--- src/rtl/spi_arb_pkg.sv ---
// Shared types and defaults for the SPI engine arbiter.
// SPI_ARB_TIMEOUT_EN (optional define) adds a WAIT-state watchdog and an err_o port.
package spi_arb_pkg;

    localparam int MAX_NREQ     = 8;
    localparam int DEF_CS_SETUP = 2;
    localparam int DEF_CS_GAP   = 4;
    localparam int DEF_TIMEOUT  = 255;

    // state     | meaning
    // ST_IDLE   | no owner, waiting for any request
    // ST_SETUP  | owner selected, chip select low before first byte
    // ST_START  | one-cycle start pulse to the shift engine
    // ST_WAIT   | engine shifting, waiting for eng_done
    // ST_ACK    | received byte presented to the owner for one cycle
    // ST_GAP    | chip select high between transactions
    typedef enum logic [2:0] {
        ST_IDLE,
        ST_SETUP,
        ST_START,
        ST_WAIT,
        ST_ACK,
        ST_GAP
    } state_e;

    function automatic int max3(input int a, input int b, input int c);
        int m;
        m = (a > b) ? a : b;
        return (m > c) ? m : c;
    endfunction

endpackage

--- src/rtl/spi_arb_rr.sv ---
// Combinational round-robin picker: first requester at or after ptr_i, wrapping.
module spi_arb_rr
    import spi_arb_pkg::*;
#(
    parameter int NREQ = 4,
    localparam int IW = $clog2(NREQ)
) (
    input  logic [NREQ-1:0] req_i,
    input  logic [IW-1:0]   ptr_i,
    output logic [NREQ-1:0] win_o,
    output logic [IW-1:0]   idx_o,
    output logic            any_o
);

    logic [IW-1:0] cand;

    // Scan NREQ candidates starting at ptr_i; the first one requesting wins.
    always_comb begin
        win_o = '0;
        idx_o = '0;
        any_o = 1'b0;
        cand  = '0;
        for (int i = 0; i < NREQ; i++) begin
            cand = IW'((int'(ptr_i) + i) % NREQ);
            if (!any_o && req_i[cand]) begin
                any_o       = 1'b1;
                idx_o       = cand;
                win_o[cand] = 1'b1;
            end
        end
    end

endmodule

--- src/rtl/spi_arb.sv ---
// Round-robin owner of a shared SPI byte engine; holds the owner's chip select
// for a whole multi-byte transaction and hands back each received byte.
// Optional define SPI_ARB_TIMEOUT_EN: bounds WAIT to TIMEOUT cycles and adds err_o.
module spi_arb
    import spi_arb_pkg::*;
#(
    parameter int NREQ     = 4,
    parameter int CS_SETUP = DEF_CS_SETUP,
    parameter int CS_GAP   = DEF_CS_GAP,
    parameter int TIMEOUT  = DEF_TIMEOUT
) (
    input  logic              clk,
    input  logic              reset,
    input  logic [NREQ-1:0]   req_i,
    input  logic [NREQ-1:0]   last_i,
    input  logic [8*NREQ-1:0] dat_i,
    output logic [NREQ-1:0]   gnt_o,
    output logic [NREQ-1:0]   ack_o,
    output logic [7:0]        rdat_o,
    output logic [NREQ-1:0]   spi_cs_n,
    output logic              eng_start,
    output logic [7:0]        eng_dat_o,
`ifdef SPI_ARB_TIMEOUT_EN
    output logic              err_o,
`endif
    input  logic              eng_done,
    input  logic [7:0]        eng_rdat_i
);

    localparam int IW    = $clog2(NREQ);
    localparam int CNT_W = $clog2(max3(CS_SETUP, CS_GAP, TIMEOUT) + 1);

    state_e            state_q, state_d;
    logic [CNT_W-1:0]  cnt_q, cnt_d;
    logic [IW-1:0]     owner_q, owner_d;
    logic [NREQ-1:0]   own_oh_q, own_oh_d;
    logic [IW-1:0]     ptr_q, ptr_d;
    logic              last_q, last_d;
    logic [7:0]        eng_dat_q, eng_dat_d;
    logic [7:0]        rdat_q, rdat_d;

    logic [NREQ-1:0]   pick_win;
    logic [IW-1:0]     pick_idx;
    logic              pick_any;

    logic              req_own;
    logic              last_own;
    logic [7:0]        dat_own;

    assign req_own  = req_i[owner_q];
    assign last_own = last_i[owner_q];
    assign dat_own  = dat_i[{owner_q, 3'b000} +: 8];

    spi_arb_rr #(.NREQ(NREQ)) u_rr (
        .req_i (req_i),
        .ptr_i (ptr_q),
        .win_o (pick_win),
        .idx_o (pick_idx),
        .any_o (pick_any)
    );

    // State and datapath registers with synchronous reset.
    always_ff @(posedge clk) begin
        if (reset) begin
            state_q   <= ST_IDLE;
            cnt_q     <= '0;
            owner_q   <= '0;
            own_oh_q  <= '0;
            ptr_q     <= '0;
            last_q    <= 1'b0;
            eng_dat_q <= 8'h00;
            rdat_q    <= 8'h00;
        end else begin
            state_q   <= state_d;
            cnt_q     <= cnt_d;
            owner_q   <= owner_d;
            own_oh_q  <= own_oh_d;
            ptr_q     <= ptr_d;
            last_q    <= last_d;
            eng_dat_q <= eng_dat_d;
            rdat_q    <= rdat_d;
        end
    end

    // Next-state logic; one down-counter times SETUP, GAP and (optionally) WAIT.
    always_comb begin
        state_d   = state_q;
        cnt_d     = cnt_q;
        owner_d   = owner_q;
        own_oh_d  = own_oh_q;
        ptr_d     = ptr_q;
        last_d    = last_q;
        eng_dat_d = eng_dat_q;
        rdat_d    = rdat_q;
        case (state_q)
            ST_IDLE: begin
                if (pick_any) begin
                    owner_d  = pick_idx;
                    own_oh_d = pick_win;
                    ptr_d    = (pick_idx == IW'(NREQ - 1)) ? '0 : pick_idx + IW'(1);
                    cnt_d    = CNT_W'(CS_SETUP - 1);
                    state_d  = ST_SETUP;
                end
            end
            ST_SETUP: begin
                if (!req_own) begin
                    cnt_d   = CNT_W'(CS_GAP - 1);
                    state_d = ST_GAP;
                end else if (cnt_q == '0) begin
                    state_d = ST_START;
                end else begin
                    cnt_d = cnt_q - CNT_W'(1);
                end
            end
            ST_START: begin
                eng_dat_d = dat_own;
                last_d    = last_own;
`ifdef SPI_ARB_TIMEOUT_EN
                cnt_d     = CNT_W'(TIMEOUT);
`endif
                state_d   = ST_WAIT;
            end
            ST_WAIT: begin
                if (eng_done) begin
                    rdat_d  = eng_rdat_i;
                    state_d = ST_ACK;
`ifdef SPI_ARB_TIMEOUT_EN
                end else if (cnt_q == '0) begin
                    cnt_d   = CNT_W'(CS_GAP - 1);
                    state_d = ST_GAP;
                end else begin
                    cnt_d = cnt_q - CNT_W'(1);
`endif
                end
            end
            ST_ACK: begin
                if (last_q || !req_own) begin
                    cnt_d   = CNT_W'(CS_GAP - 1);
                    state_d = ST_GAP;
                end else begin
                    state_d = ST_START;
                end
            end
            ST_GAP: begin
                if (cnt_q == '0) begin
                    state_d = ST_IDLE;
                end else begin
                    cnt_d = cnt_q - CNT_W'(1);
                end
            end
            default: state_d = ST_IDLE;
        endcase
    end

    // Outputs decoded from state; the start byte passes straight through so it is valid with eng_start.
    always_comb begin
        gnt_o     = '0;
        ack_o     = '0;
        spi_cs_n  = '1;
        eng_start = 1'b0;
        eng_dat_o = eng_dat_q;
        rdat_o    = rdat_q;
        case (state_q)
            ST_SETUP, ST_WAIT: gnt_o = own_oh_q;
            ST_START: begin
                gnt_o     = own_oh_q;
                eng_start = 1'b1;
                eng_dat_o = dat_own;
            end
            ST_ACK: begin
                gnt_o = own_oh_q;
                ack_o = own_oh_q;
            end
            default: gnt_o = '0;
        endcase
        spi_cs_n = ~gnt_o;
    end

`ifdef SPI_ARB_TIMEOUT_EN
    // Watchdog fires in the WAIT cycle where the count has expired and no byte arrived.
    assign err_o = (state_q == ST_WAIT) && !eng_done && (cnt_q == '0);
`endif

endmodule

--- config.mk ---
export PLATFORM = sky130hd
export DESIGN_NAME = spi_arb
export DESIGN_NICKNAME = d
export VERILOG_FILES = /design/src/rtl/spi_arb_pkg.sv /design/src/rtl/spi_arb_rr.sv /design/src/rtl/spi_arb.sv
export SDC_FILE = /design/constraint.sdc
export NUM_CORES = 1
export LEC_CHECK = 0
export ABC_AREA = 1
export CAP_MARGIN = 40
export CELL_PAD_IN_SITES_DETAIL_PLACEMENT = 0
export CELL_PAD_IN_SITES_GLOBAL_PLACEMENT = 2
export CORE_ASPECT_RATIO = 1.5
export CORE_UTILIZATION = 27
export CTS_BUF_LIST = sky130_fd_sc_hd__clkbuf_8
export DETAILED_ROUTE_END_ITERATION = 10
export PLACE_DENSITY = 0.88
export SLEW_MARGIN = 20
export SYNTH_ARGS = -nofsm -noshare
export SYNTH_HDL_FRONTEND = slang
export SYNTH_HIERARCHICAL = 1
export SYNTH_SLANG_ARGS = --single-unit
--- constraint.sdc ---
create_clock -name clk -period 5.46 [get_ports clk]
set_input_delay 1.365 -clock clk [delete_from_list [all_inputs] [get_ports clk]]
set_output_delay 1.365 -clock clk [all_outputs]
set_load 0.03 [all_outputs]
==> impl_metrics.toml, run 1 <==
[status]
run_status = "finished clean"

[sta]
finalSetupViolations = 0
hold-worst-slack_ns = 0.463
worst-slew-pin-transition_ns = 0.739
setup_repair_after_global_routing_missed_its_margin = "false"
skew_ns = 0.00610
final-hold-violation-count = 0
min_period_over_period_pct = 79.2
setup_total_negative_slack_ns = 0
finalCriticalPeriod_ns = 4.32
fmax_ghz = 0.231
maxSlewViolCount = 0
max_slew_margin_pct = 50.7

[placement]
place_congestion = 0.851
dpl.hpwl_um = 5910
io_buffers = 79

[cts]
post_cts.repair.setup_buffers = 0
clk_latency_ns = 0.30
root_buffer = "clkbuf_8"
cts-root-to-sink-buffers = 2
htreeDepth = 2
postCtsResizedCells = 0
clock_sink_total = 36
cts_made_buffers = 5
clkTransAtPathRegs_ns = 0.08
cts_hold_repair.buffers = 0
cts_tree = "done"

[synthesis]
postSynthAreaPerCell_um2 = 6.41
synth_nets = 457
syn-cell-area_um2 = 2550
yosys.area.top_type_share_pct = 28.3
synth_adder_area_share_pct = 3.93
synth_mux_area_share_pct = 0
synthDistinctLibCells = 29
main_combinational_cell_family_by_area_after_synthesis = "simple AND/OR/NAND/NOR gates"
synth-seq-area-share_pct = 28.3
synthCells = 398
synth_compound_area_share_pct = 18.2
yosys.area_share.simple_pct = 38.0
biggest_area_consumer_among_synthesized_cells = "dfxtp_1"
xor_xnor_fraction_of_synth_area_pct = 1.03
synth.yosys.warnings = 6
yosys-top-cells-area = "dfxtp_1 (28%), nand2_1 (13%), a21oi_1 (8.0%)"
ys_seq_elements = 36

[power_and_ir_drop]
leakage_nw = 1.47
cellInternalPower_mw = 0.814
ir_drop_uv = 220
share_comb_of_total_power_pct = 61.9
power_density_nw_per_um2 = 466
power_switching_share_pct = 50.3
share_clk_of_total_power_pct = 14.6
seq_power_share_pct = 23.6
total_switching_power_mw = 0.822

[floorplan]
boundaryPins = 80
floorplan.die.height_um = 121
initial_core_util_pct = 27.7
die_width_um = 81.4
total_die_area_um2 = 9840
design.core.area_um2 = 9200
floorplan.rows = 43

[detailed_routing]
total_number_of_vias = 2766
number_of_search_and_repair_iterations_in_the_first_detailed_routing_pass = 4
post_drt_wl_per_cell_um = 13.1
dr.first_iter.drc_count = 117
drc_errors = 0
sum_of_routed_wire_length_over_all_layers_um = 7650
detail-route-antenna-nets = 0
vias_per_cell = 4.74

[critical_path]
cp_slowest_cell = "clkdlybuf4s50_1"
path_delay_family = "buffers and inverters"
cpPeakStageDelay_ns = 0.70
crit_path_end_kind = "output pin"
worstPathCellList = "clkdlybuf4s50_1, o21ai_0, o22ai_1, nand2_1, nand2_1, clkdlybuf4s50_1"
cp.arrival_ns = 2.96
critical_path_peak_fanout = 2
timing.critical_path.buf_inv = 2
crit_required_ns = 4.09
setup.worst_path.start_class = "input port"
criticalPathCategory = "input port to output pin"

[layout]
multiInputGateArea_um2 = 1560
n_fill_cell = 979
ff_latch_area_um2 = 721
antenna_cells = 0
area_delta_synth_final_pct = 37.8
layout.nets = 530
post_route_cells_drive_above_1_share_pct = 9.75

[run]
max_cap_viol_count = 0

[global_routing]
grt_overflow_total = 0
antenna_found_initial = 0
vias_in_the_first_global_route = 2609
maximum_number_of_pins_on_one_net_before_global_route_repair = 22
global_route_wire_length_before_repair_um = 12600
grt_usage_pct = 16.5

[worst_hold_path]
worstHoldPathType = "flop to flop"
## power by group through the flow
| stage | clock, mW | sequential [mW] | combinational, mW |
|---|---|---|---|
| 6_report | 0.238 | 0.386 | 1.01 |
| 5_1_grt | 0.259 | 0.395 | 1.14 |
| 4_1_cts | 0.248 | 0.386 | 1.02 |
| 3_5_place_dp | 0 | 0.392 | 1.02 |
| 3_3_place_gp | 0 | 0.391 | 1.02 |
| 2_1_floorplan | 0 | 0.362 | 0.787 |
## final cells by class
| cell class | instances | area share, % |
|---|---|---|
| timing repair buffer | 80 | 22.8 |
| multi-input combinational | 300 | 44.4 |
| tap | 112 | 3.99 |
| sequential | 36 | 20.5 |
| clock inverter | 3 | 1.21 |
| clock buffer | 5 | 1.96 |
| inverter | 48 | 5.13 |
## synthesized netlist by cell type, drive strengths merged
library cell,count
o211ai,2
xor2,3
a21oi,41
dfxtp,36
nand2,101
nor2,54
nand3,35
o21ai,29
nor3,2
nand4,11
buf,9
o22ai,9
ha,8
clkbuf,5
a21boi,4
inv,48
o21bai,1
## routing by layer
metal / global-route usage, % / routed length [um]
met4: 6.81 / 248
met2: 29.1 / 3960
met1: 19.1 / 3240
met3: 2.56 / 202
met5: 0 / 0
## logic make-up after synthesis
family / after synthesis
and+or+nand+nor: 203
AOI/OAI and AO/OA: 86
buffers and inverters: 62
DFF: 36
adders and majority gates: 8
xor gates and xnor gates: 3
## flip-flops by register name, indices dropped and copies added (netlist names)
register   flops
cnt_q          8
own_oh_q       4
last_q         1
ptr_q          2
owner_q        2
eng_dat_q      8
rdat_o         8
state_q        3
## tightest hold or removal path, stage by stage (launching register included)
cell and delay, ns:
dfxtp_1 0.31, nand2_1 0.06, a21oi_1 0.05
## path summary, 6_finish.rpt
path | startpoint | to | slack (ns) | depth (start not counted)
max reg2reg | ptr_q[0] | cnt_q[7] | 2.82 | 16
min | rdat_o[4] | rdat_o[4] | 0.46 | 2
min reg2reg | rdat_o[4] | rdat_o[4] | 0.46 | 2
max | dat_i[23] | eng_dat_o[7] | 1.14 | 6
## stage by stage
stage | util (%) | std cells | setup WS [ns] | instance area, um^2 | total power [mW]
4_1_cts | 38.2 | 584 | 1.13 | 3510 | 1.65
3_5_place_dp | 37.0 | 576 | 1.14 | 3400 | 1.41
6_report | 38.2 | 584 | 1.14 | 3510 | 1.64
2_1_floorplan | - | 398 | 2.23 | 2550 | 1.15
3_3_place_gp | 36.9 | 575 | 1.13 | 3390 | 1.41
5_1_grt | 38.2 | 584 | 1.04 | 3510 | 1.80
## cell usage in the layout (no fill, tap or decap)
| cell | synthesis | final |
|---|---|---|
| nor2_1 | 49 | 49 |
| buf_6 | 4 | 1 |
| dfxtp_1 | 36 | 36 |
| nor3_2 | 1 | 1 |
| clkinv_2 | 0 | 1 |
| o21ai_2 | 1 | 1 |
| nand2_2 | 12 | 12 |
| nand2_1 | 87 | 87 |
| clkbuf_8 | 0 | 5 |
| nand3_1 | 30 | 30 |
| inv_1 | 39 | 39 |
| o211ai_1 | 2 | 2 |
| clkinvlp_4 | 0 | 1 |
| o21ai_0 | 26 | 26 |
| a21boi_0 | 4 | 4 |
| ha_1 | 8 | 8 |
| o21bai_1 | 1 | 1 |
| nand3_2 | 5 | 5 |
| inv_2 | 9 | 9 |
| nor3_4 | 1 | 1 |
| a21oi_1 | 41 | 41 |
| bufinv_16 | 0 | 1 |
| nand2_4 | 2 | 2 |
| nor2_4 | 4 | 4 |
| nand4_1 | 10 | 10 |
| o21ai_1 | 2 | 2 |
| xor2_1 | 3 | 3 |
| nand4_4 | 1 | 1 |
| clkdlybuf4s50_1 | 0 | 79 |
| o22ai_1 | 9 | 9 |
| nor2_2 | 1 | 1 |
No activity file was read; power rests on OpenSTA's default activity.
==> inputs of run 2 (changes only) <==
--- a/config.mk
+++ b/config.mk
@@ -10,10 +10,10 @@
 export CELL_PAD_IN_SITES_DETAIL_PLACEMENT = 0
 export CELL_PAD_IN_SITES_GLOBAL_PLACEMENT = 2
 export CORE_ASPECT_RATIO = 1.5
-export CORE_UTILIZATION = 27
+export CORE_UTILIZATION = 25
 export CTS_BUF_LIST = sky130_fd_sc_hd__clkbuf_8
 export DETAILED_ROUTE_END_ITERATION = 10
-export PLACE_DENSITY = 0.88
+export PLACE_DENSITY = 0.82
 export SLEW_MARGIN = 20
 export SYNTH_ARGS = -nofsm -noshare
 export SYNTH_HDL_FRONTEND = slang
==> constraint.sdc (replaced) <==
create_clock -name clk -period 4.2 [get_ports clk]
set_input_delay 1.05 -clock clk [delete_from_list [all_inputs] [get_ports clk]]
set_output_delay 1.05 -clock clk [all_outputs]
set_load 0.03 [all_outputs]
==> impl_metrics.toml, run 2 (same netlist as run 1, synthesis figures left out) <==
[status]
run_status = "complete, but fails checks"
violations_in_the_final_reports = "DRC"

[global_routing]
maximum_number_of_pins_on_one_net_before_global_route_repair = 25
grt_overflow_total = 0
vias_in_the_first_global_route = 2701
antenna_found_initial = 0
groute.layer.met1.usage_pct = 16.9
global_route_wire_length_before_repair_um = 12900
grt_use_met2_pct = 28.9
grt_usage_pct = 15.1
globalRoute.busiestLayer = "met2"
grt_use_met3_pct = 1.83

[sta]
min_period_over_period_pct = 87.5
maxSlewViolCount = 0
setup_total_negative_slack_ns = 0
finalSetupViolations = 0
finalCriticalPeriod_ns = 3.68
fmax_ghz = 0.272
skew_ns = 0.00625
final-hold-violation-count = 0
worst-slew-pin-transition_ns = 0.463
max_slew_margin_pct = 69.1
setup_repair_after_global_routing_missed_its_margin = "false"

[critical_path]
cpPeakStageDelay_ns = 0.67
cp_slowest_cell = "clkdlybuf4s50_1"
setup.worst_path.start_class = "input port"
cp.arrival_ns = 2.63
crit_required_ns = 3.15
criticalPathCategory = "input port to output pin"
critical_path_peak_fanout = 2
crit_path_end_kind = "output pin"
worstPathCellList = "clkdlybuf4s50_1, nor2_1, o22ai_1, nand2_1, nand2_1, clkdlybuf4s50_1"
path_delay_family = "buffers and inverters"
timing.critical_path.buf_inv = 2

[detailed_routing]
number_of_search_and_repair_iterations_in_the_first_detailed_routing_pass = 9
total_number_of_vias = 2787
dr.first_iter.drc_count = 122
vias_per_cell = 4.74
post_drt_wl_per_cell_um = 13.2
drc_errors = 6
detail-route-antenna-nets = 0
sum_of_routed_wire_length_over_all_layers_um = 7790

[floorplan]
boundaryPins = 80
die_width_um = 84.5
total_die_area_um2 = 10600
design.core.area_um2 = 9800
floorplan.rows = 44
floorplan.die.height_um = 126
initial_core_util_pct = 26.0

[cts]
postCtsResizedCells = 0
cts-root-to-sink-buffers = 2
clock_sink_total = 36
clkTransAtPathRegs_ns = 0.08
post_cts.repair.setup_buffers = 0
root_buffer = "clkbuf_8"
htreeDepth = 2
cts_tree = "done"
cts_made_buffers = 5
cts_hold_repair.buffers = 0
clk_latency_ns = 0.29

[placement]
dpl.hpwl_um = 6110
placement.cell_area_um2 = 3410
place_congestion = 0.851
io_buffers = 79
numPlacedInstances = 580

[power_and_ir_drop]
leakage_nw = 1.47
ir_drop_uv = 222
power.total_mw = 2.13
power_density_nw_per_um2 = 606

[run]
max_cap_viol_count = 0

[layout]
mostFrequentLayoutCell = "nand2_1"
finalInstanceArea_um2 = 3520
area_delta_synth_final_pct = 38.1
most-common-layout-cells = "nand2_1 (87), clkdlybuf4s50_1 (79), nor2_1 (49), a21oi_1 (41), inv_1 (39)"
layout.nets = 531
post_route_cells_drive_above_1_share_pct = 9.94
antenna_cells = 0
layoutNonFillerInstCount = 588
finalCoreUtilization_pct = 35.9

[worst_hold_path]
worstHoldPathType = "flop to flop"
run 2: report_power, final:
group          total (mW)  switching (mW)  leakage (nW)  internal (mW)
Sequential          0.494          0.0771         0.294          0.417
Combinational        1.33           0.863          1.12          0.468
Clock               0.309           0.133        0.0541          0.176
run 2: through the flow:
stage	hold slack [ns]	worst slack, ns
global placement	0.451	0.490
detailed placement	0.458	0.510
floorplan	0.445	1.60
global route	0.492	0.395
CTS	0.470	0.504
finish	0.466	0.523
run 2: worst reg2reg max path, cell delays in order (launching register included):
cell and delay [ns]:
dfxtp_1 0.56, inv_2 0.19, ha_1 0.41, inv_1 0.10, nand2_1 0.09, nand2_2 0.06, nor2_4 0.24, nand4_1 0.12
inv_1 0.13, nor3_2 0.07, inv_1 0.30, o21ai_0 0.15, a21oi_1 0.13
run 2: path summary, 6_finish.rpt:
path,startpoint,end,slack (ns),depth (start not counted)
worst max-delay path,dat_i[28],eng_dat_o[4],0.52,6
worst min-delay path,rdat_o[2],rdat_o[2],0.47,2
worst max register to register,ptr_q[0],owner_q[0],1.59,12
worst min register to register,rdat_o[2],rdat_o[2],0.47,2
run 2: routing by layer:
layer | wire [um] | vias to the layer above
li1 | - | 1445
met1 | 3260 | 1289
met2 | 4230 | 42
met3 | 151 | 11
met4 | 150 | 0
met5 | 0 | -
run 2: layout make-up:
type / count / area, um^2
timing repair buffer: 81 / 806
inverter: 48 / 180
tap: 115 / 144
fill: 1071 / 6280
clock inverter: 3 / 42.5
sequential: 36 / 721
multi-input combinational: 300 / 1560
clock buffer: 5 / 68.8
==> inputs of run 3 (changes only) <==
--- a/config.mk
+++ b/config.mk
@@ -9,7 +9,8 @@
 export CAP_MARGIN = 40
 export CELL_PAD_IN_SITES_DETAIL_PLACEMENT = 0
 export CELL_PAD_IN_SITES_GLOBAL_PLACEMENT = 2
-export CORE_ASPECT_RATIO = 1.5
+export CORE_ASPECT_RATIO = 1.1
+export CORE_MARGIN = 2
 export CORE_UTILIZATION = 25
 export CTS_BUF_LIST = sky130_fd_sc_hd__clkbuf_8
 export DETAILED_ROUTE_END_ITERATION = 10
==> impl_metrics.toml, run 3 (same netlist as run 1, synthesis figures left out) <==
[status]
run_status = "finished clean"

[cts]
cts-root-to-sink-buffers = 2
clk_latency_ns = 0.29
post_cts.repair.setup_buffers = 0
clock_sink_total = 36
cts_made_buffers = 5
cts_tree = "done"
cts_hold_repair.buffers = 0
root_buffer = "clkbuf_8"
clkTransAtPathRegs_ns = 0.08
postCtsResizedCells = 0
htreeDepth = 2

[sta]
min_period_over_period_pct = 87.3
setup_total_negative_slack_ns = 0
max_slew_margin_pct = 71.7
skew_ns = 0.0101
maxSlewViolCount = 0
setup_repair_after_global_routing_missed_its_margin = "false"
fmax_ghz = 0.273
final-hold-violation-count = 0
finalSetupViolations = 0
worst-slew-pin-transition_ns = 0.423
finalCriticalPeriod_ns = 3.67

[power_and_ir_drop]
share_clk_of_total_power_pct = 12.1
share_comb_of_total_power_pct = 64.3
total_switching_power_mw = 1.07
leakage_nw = 1.47
power_switching_share_pct = 51.6
seq_power_share_pct = 23.6
power_density_nw_per_um2 = 591
ir_drop_uv = 204
cellInternalPower_mw = 1.00

[detailed_routing]
number_of_search_and_repair_iterations_in_the_first_detailed_routing_pass = 4
sum_of_routed_wire_length_over_all_layers_um = 7650
detail-route-antenna-nets = 0
dr.first_iter.drc_count = 58
drc_errors = 0
post_drt_wl_per_cell_um = 12.9
total_number_of_vias = 2777
vias_per_cell = 4.68

[layout]
area_delta_synth_final_pct = 37.4
most-common-layout-cells = "nand2_1 (87), clkdlybuf4s50_1 (79), nor2_1 (49), a21oi_1 (41), inv_1 (39)"
mostFrequentLayoutCell = "nand2_1"
antenna_cells = 0
finalInstanceArea_um2 = 3500
post_route_cells_drive_above_1_share_pct = 9.94
ff_latch_area_um2 = 721
layout.nets = 531
multiInputGateArea_um2 = 1560
finalCoreUtilization_pct = 35.4
n_fill_cell = 1095

[global_routing]
maximum_number_of_pins_on_one_net_before_global_route_repair = 22
grt_overflow_total = 0
global_route_wire_length_before_repair_um = 12400
vias_in_the_first_global_route = 2677
antenna_found_initial = 0
grt_usage_pct = 13.9

[floorplan]
total_die_area_um2 = 11000
floorplan.die.height_um = 110
floorplan.rows = 38
die_width_um = 100
boundaryPins = 80
design.core.area_um2 = 9890
initial_core_util_pct = 25.8

[critical_path]
crit_required_ns = 3.15
critical_path_peak_fanout = 2
criticalPathCategory = "input port to output pin"
critical_path.reg2reg.endpoint = "cnt_q[7]"
timing.rr.start = "ptr_q[0]"
setup.worst_path.start_class = "input port"
ff2ff_path_depth = 16
cp.arrival_ns = 2.62
rrSetupSlack_ns = 1.61
crit_path_end_kind = "output pin"

[placement]
dpl.hpwl_um = 5830
io_buffers = 79
placement.cell_area_um2 = 3420
place_congestion = 0.809

[worst_hold_path]
whs_path_depth = 2
worstHoldPathType = "flop to flop"
worst_hold_path.endpoint = "rdat_o[7]"
holdCritStartpoint = "rdat_o[7]"

[run]
max_cap_viol_count = 0
[run 3: worst max-delay path: stages]
cell             delay, ns
clkdlybuf4s50_1       0.45
o21ai_0               0.06
o22ai_1               0.18
nand2_1               0.09
nand2_1               0.09
clkdlybuf4s50_1       0.69
[run 3: worst max path at each step]
stage | startpoint | end | depth (start not counted)
final | dat_i[22] | eng_dat_o[6] | 6
after global routing | dat_i[16] | eng_dat_o[0] | 6
after CTS | dat_i[8] | eng_dat_o[0] | 6
after global placement | dat_i[16] | eng_dat_o[0] | 6
after detailed placement | dat_i[8] | eng_dat_o[0] | 6
after floorplan | dat_i[23] | eng_dat_o[7] | 4
[run 3: power by group through the flow]
stage	Combinational (mW)	Sequential (mW)	Clock, mW
global route	1.49	0.504	0.278
finish	1.33	0.489	0.251
floorplan	1.02	0.470	0
CTS	1.35	0.490	0.262
detailed placement	1.34	0.498	0
global placement	1.34	0.499	0
[run 3: area by class of cell]
| cell class | count | share of cell area (%) |
|---|---|---|
| Multi-Input combinational cell | 300 | 44.5 |
| Timing Repair Buffer | 81 | 23.0 |
| Sequential cell | 36 | 20.6 |
| Inverter | 48 | 5.14 |
| Tap cell | 120 | 4.29 |
| Clock buffer | 5 | 1.96 |
| Clock inverter | 3 | 0.536 |
[run 3: stage by stage]
step / setup WS, ns / hold slack [ns] / total power [mW] / cells
2_1_floorplan: 1.60 / 0.445 / 1.49 / 398
3_3_place_gp: 0.516 / 0.451 / 1.84 / 585
5_1_grt: 0.421 / 0.486 / 2.27 / 593
4_1_cts: 0.520 / 0.471 / 2.10 / 593
6_report: 0.532 / 0.467 / 2.07 / 593
3_5_place_dp: 0.528 / 0.458 / 1.84 / 585
[run 3: per-layer routing]
metal | global-route usage [%] | routed length [um]
met3 | 3.12 | 457
met4 | 4.11 | 108
met5 | 0 | 0
met1 | 17.3 | 3550
met2 | 24.2 | 3540
==> edit (config.mk and constraints of run 3) <==
Encoding of `state_e`: now one-hot (6 bits for 6 states).
--- a/src/rtl/spi_arb_pkg.sv
+++ b/src/rtl/spi_arb_pkg.sv
@@ -15,11 +15,11 @@
     // ST_ACK    | received byte presented to the owner for one cycle
     // ST_GAP    | chip select high between transactions
-    typedef enum logic [2:0] {
-        ST_IDLE,
-        ST_SETUP,
-        ST_START,
-        ST_WAIT,
-        ST_ACK,
-        ST_GAP
+    typedef enum logic [5:0] {
+        ST_IDLE  = 6'b000001,
+        ST_SETUP = 6'b000010,
+        ST_START = 6'b000100,
+        ST_WAIT  = 6'b001000,
+        ST_ACK   = 6'b010000,
+        ST_GAP   = 6'b100000
     } state_e;
 
Behaviour: no difference found for any inputs over 4 cycles, from zero or initial values and one cycle with reset high; so few cycles prove little.
==> edit against run 3 <==
  * Clock power grew 13%
  * Total power down 11%
  * Sequential cell count up 3
  * Register-to-register slack better by 90 ps
  * Final area rose by 7.9%
  * Setup slack worse by 35 ps
  * Wire length is 9.0% higher
  * Worst hold slack improved by 11 ps
  * Global-route usage up 0.076 points
  * First-iteration DRC count up 71%
  * Via count rose by 7.4%
  * Clock skew down 2.5 ps
  * Synthesized area grew 8.4%
  * Critical endpoint is now eng_dat_o[3]
  * Largest power group unchanged
==> edit: results (changes against run 3) <==
Run status
The flow ran to the end, and the final reports show no timing, DRC or antenna violations.

Route
After detailed routing, no signal wire sits above met4. The detailed route wirelength on metal2 is 4.19 mm (+19%). The violation count after the first detailed-route iteration is 99 (+71%). The met1 routed wirelength after detailed routing came to 3.82 mm (+7.5%). The number of vias per cell after detailed routing is 4.53 (-3.3%). The average wire length per cell after detail routing was 12.7 µm (-1.9%). The detailed route wirelength on metal3 is 158 µm (-65%). The DRC violations left is 0 (unchanged).

Synthesis
The primary flip-flop cell chosen by synthesis mapping is dfxtp_1. The net count after synthesis was 495 (+8.3%). The fraction of registers with async set or reset after synthesis is 0 (unchanged). The sequential element share of the synthesized area came to 0.282 (about the same). The count of distinct cell types in the synthesized netlist is 33 (+14%). The post-synthesis mux area share was 0 (unchanged). The mean post-synth cell area came to 6.34 µm² (-1.1%). The synthesized-area fraction occupied by ao, oa, aoi and oai cells was 0.160 (-0.0213). In the synthesized netlist, the cells that appear most often are nand2_1 (93), nor2_1 (64), inv_1 (45). The adder and majority cell fraction of the synthesized area is 0.0362 (-0.00304). The fraction of synthesized cell area in xor and xnor cells was 0.00634 (-0.00397). The synthesis warning total is 6 (unchanged). In the post-synthesis netlist, the biggest area contributors are dfxtp_1 (28%), nand2_1 (13%), nor2_1 (8.7%).

Min path
The tightest min-delay check is of the reg2reg type.

Setup path
The highest fanout seen on the critical path is 2 (unchanged). For this design, the slowest cell found on the critical path is clkdlybuf4s50_1. The largest stage delay on the critical path is 690 ps (about the same).

Clock tree
The clock transition time at the flip-flop clock pins of the worst setup and hold paths is 80 ps (about the same). CTS placed an instance of clkbuf_8 at the clock tree root. The total clock buffers created by CTS was 5 (unchanged). The number of buffers on the longest clock path is 2 (unchanged). The number of H-tree levels was 2 (unchanged). The number of setup buffers added after CTS was 0 (unchanged). The insertion delay of the later-clocked pin in the worst-skew pair is 290 ps (about the same).

Pwr
The static leakage is 1.70 nW (+16%). The internal power is 948 µW (-5.3%). The worst voltage drop across the vdd grid came to 0.254 mV (+24%).

The power per standard cell area is 490 nW/µm² (-17%). The power attributed to the clock group came to 283 µW (+13%). The power dissipated in combinational cells is 1.09 mW (-18%).

Finish
The share of layout cells above drive strength 1 was 0.111 (+0.0120). The non-filler instance count after layout is 659 (+11%). The filler cell count in the final layout was 1200 (+9.6%). The count of antenna diodes in the layout is 0 (unchanged). The total number of nets in the final design is 570 (+7.3%).

STA
The final worst clock skew came to 7.63 ps (-2.47 ps). The pin slew with the least headroom to its limit is 627 ps (+203 ps).

Global route
The global routing usage on met1 was 0.168 (-0.00425). The global-route wire length before repair is 13.7 mm (+10%). The all-layer global routing usage is 0.140 (+0.000763). The met3 global-route usage was 0.0154 (-0.0158). The maximum number of pins on one net before global-route repair came to 22 (unchanged).

The number of global-route vias before repair is 2870 (+7.2%). The met2 layer usage reported by global route came to 0.261 (+0.0194).

Placed design
The worst setup slack after placement came to 487 ps (-41.9 ps). The placer congestion estimate was 0.784 (-3.1%). The standard cell area after detailed placement is 3680 µm² (+7.7%). The half-perimeter wire length of the detailed placement result is 6.38 mm (+9.5%).

The placed instance count came to 651 (+11%).
[edit: changes by cell type in the layout (fill, tap and decap cells not counted), moves of 6 or more]
cell / delta
inv_1: +7
nand2_1: +6
nor2_2: +7
o21ai_0: +10
nor2_1: +15
a21oi_1: -11
[edit: critical path: cells and delay by family]
| family | cells | cell delay [ps] |
|---|---|---|
| AOI/OAI and AO/OA | 3 | 390 |
| buffers and inverters | 3 | 1200 |
[edit: layout make-up]
type | instances | area (µm²) | area share
multi-input combinational | 329 | 1700 | 0.451
timing repair buffer | 81 | 806 | 0.213
clock buffer | 7 | 96.3 | 0.0255
tap | 147 | 184 | 0.0487
sequential | 39 | 781 | 0.207
inverter | 55 | 206 | 0.0546
clock inverter | 1 | 3.75 | 0.000993
[edit: path summary, 6_finish.rpt]
kind,from,end,slack (ps),cells past startpoint
max reg2reg,ptr_q[0],owner_q[0],1700,12
min,eng_dat_q[5],eng_dat_q[5],480,2
max,dat_i[19],eng_dat_o[3],500,6
min reg2reg,eng_dat_q[5],eng_dat_q[5],480,2
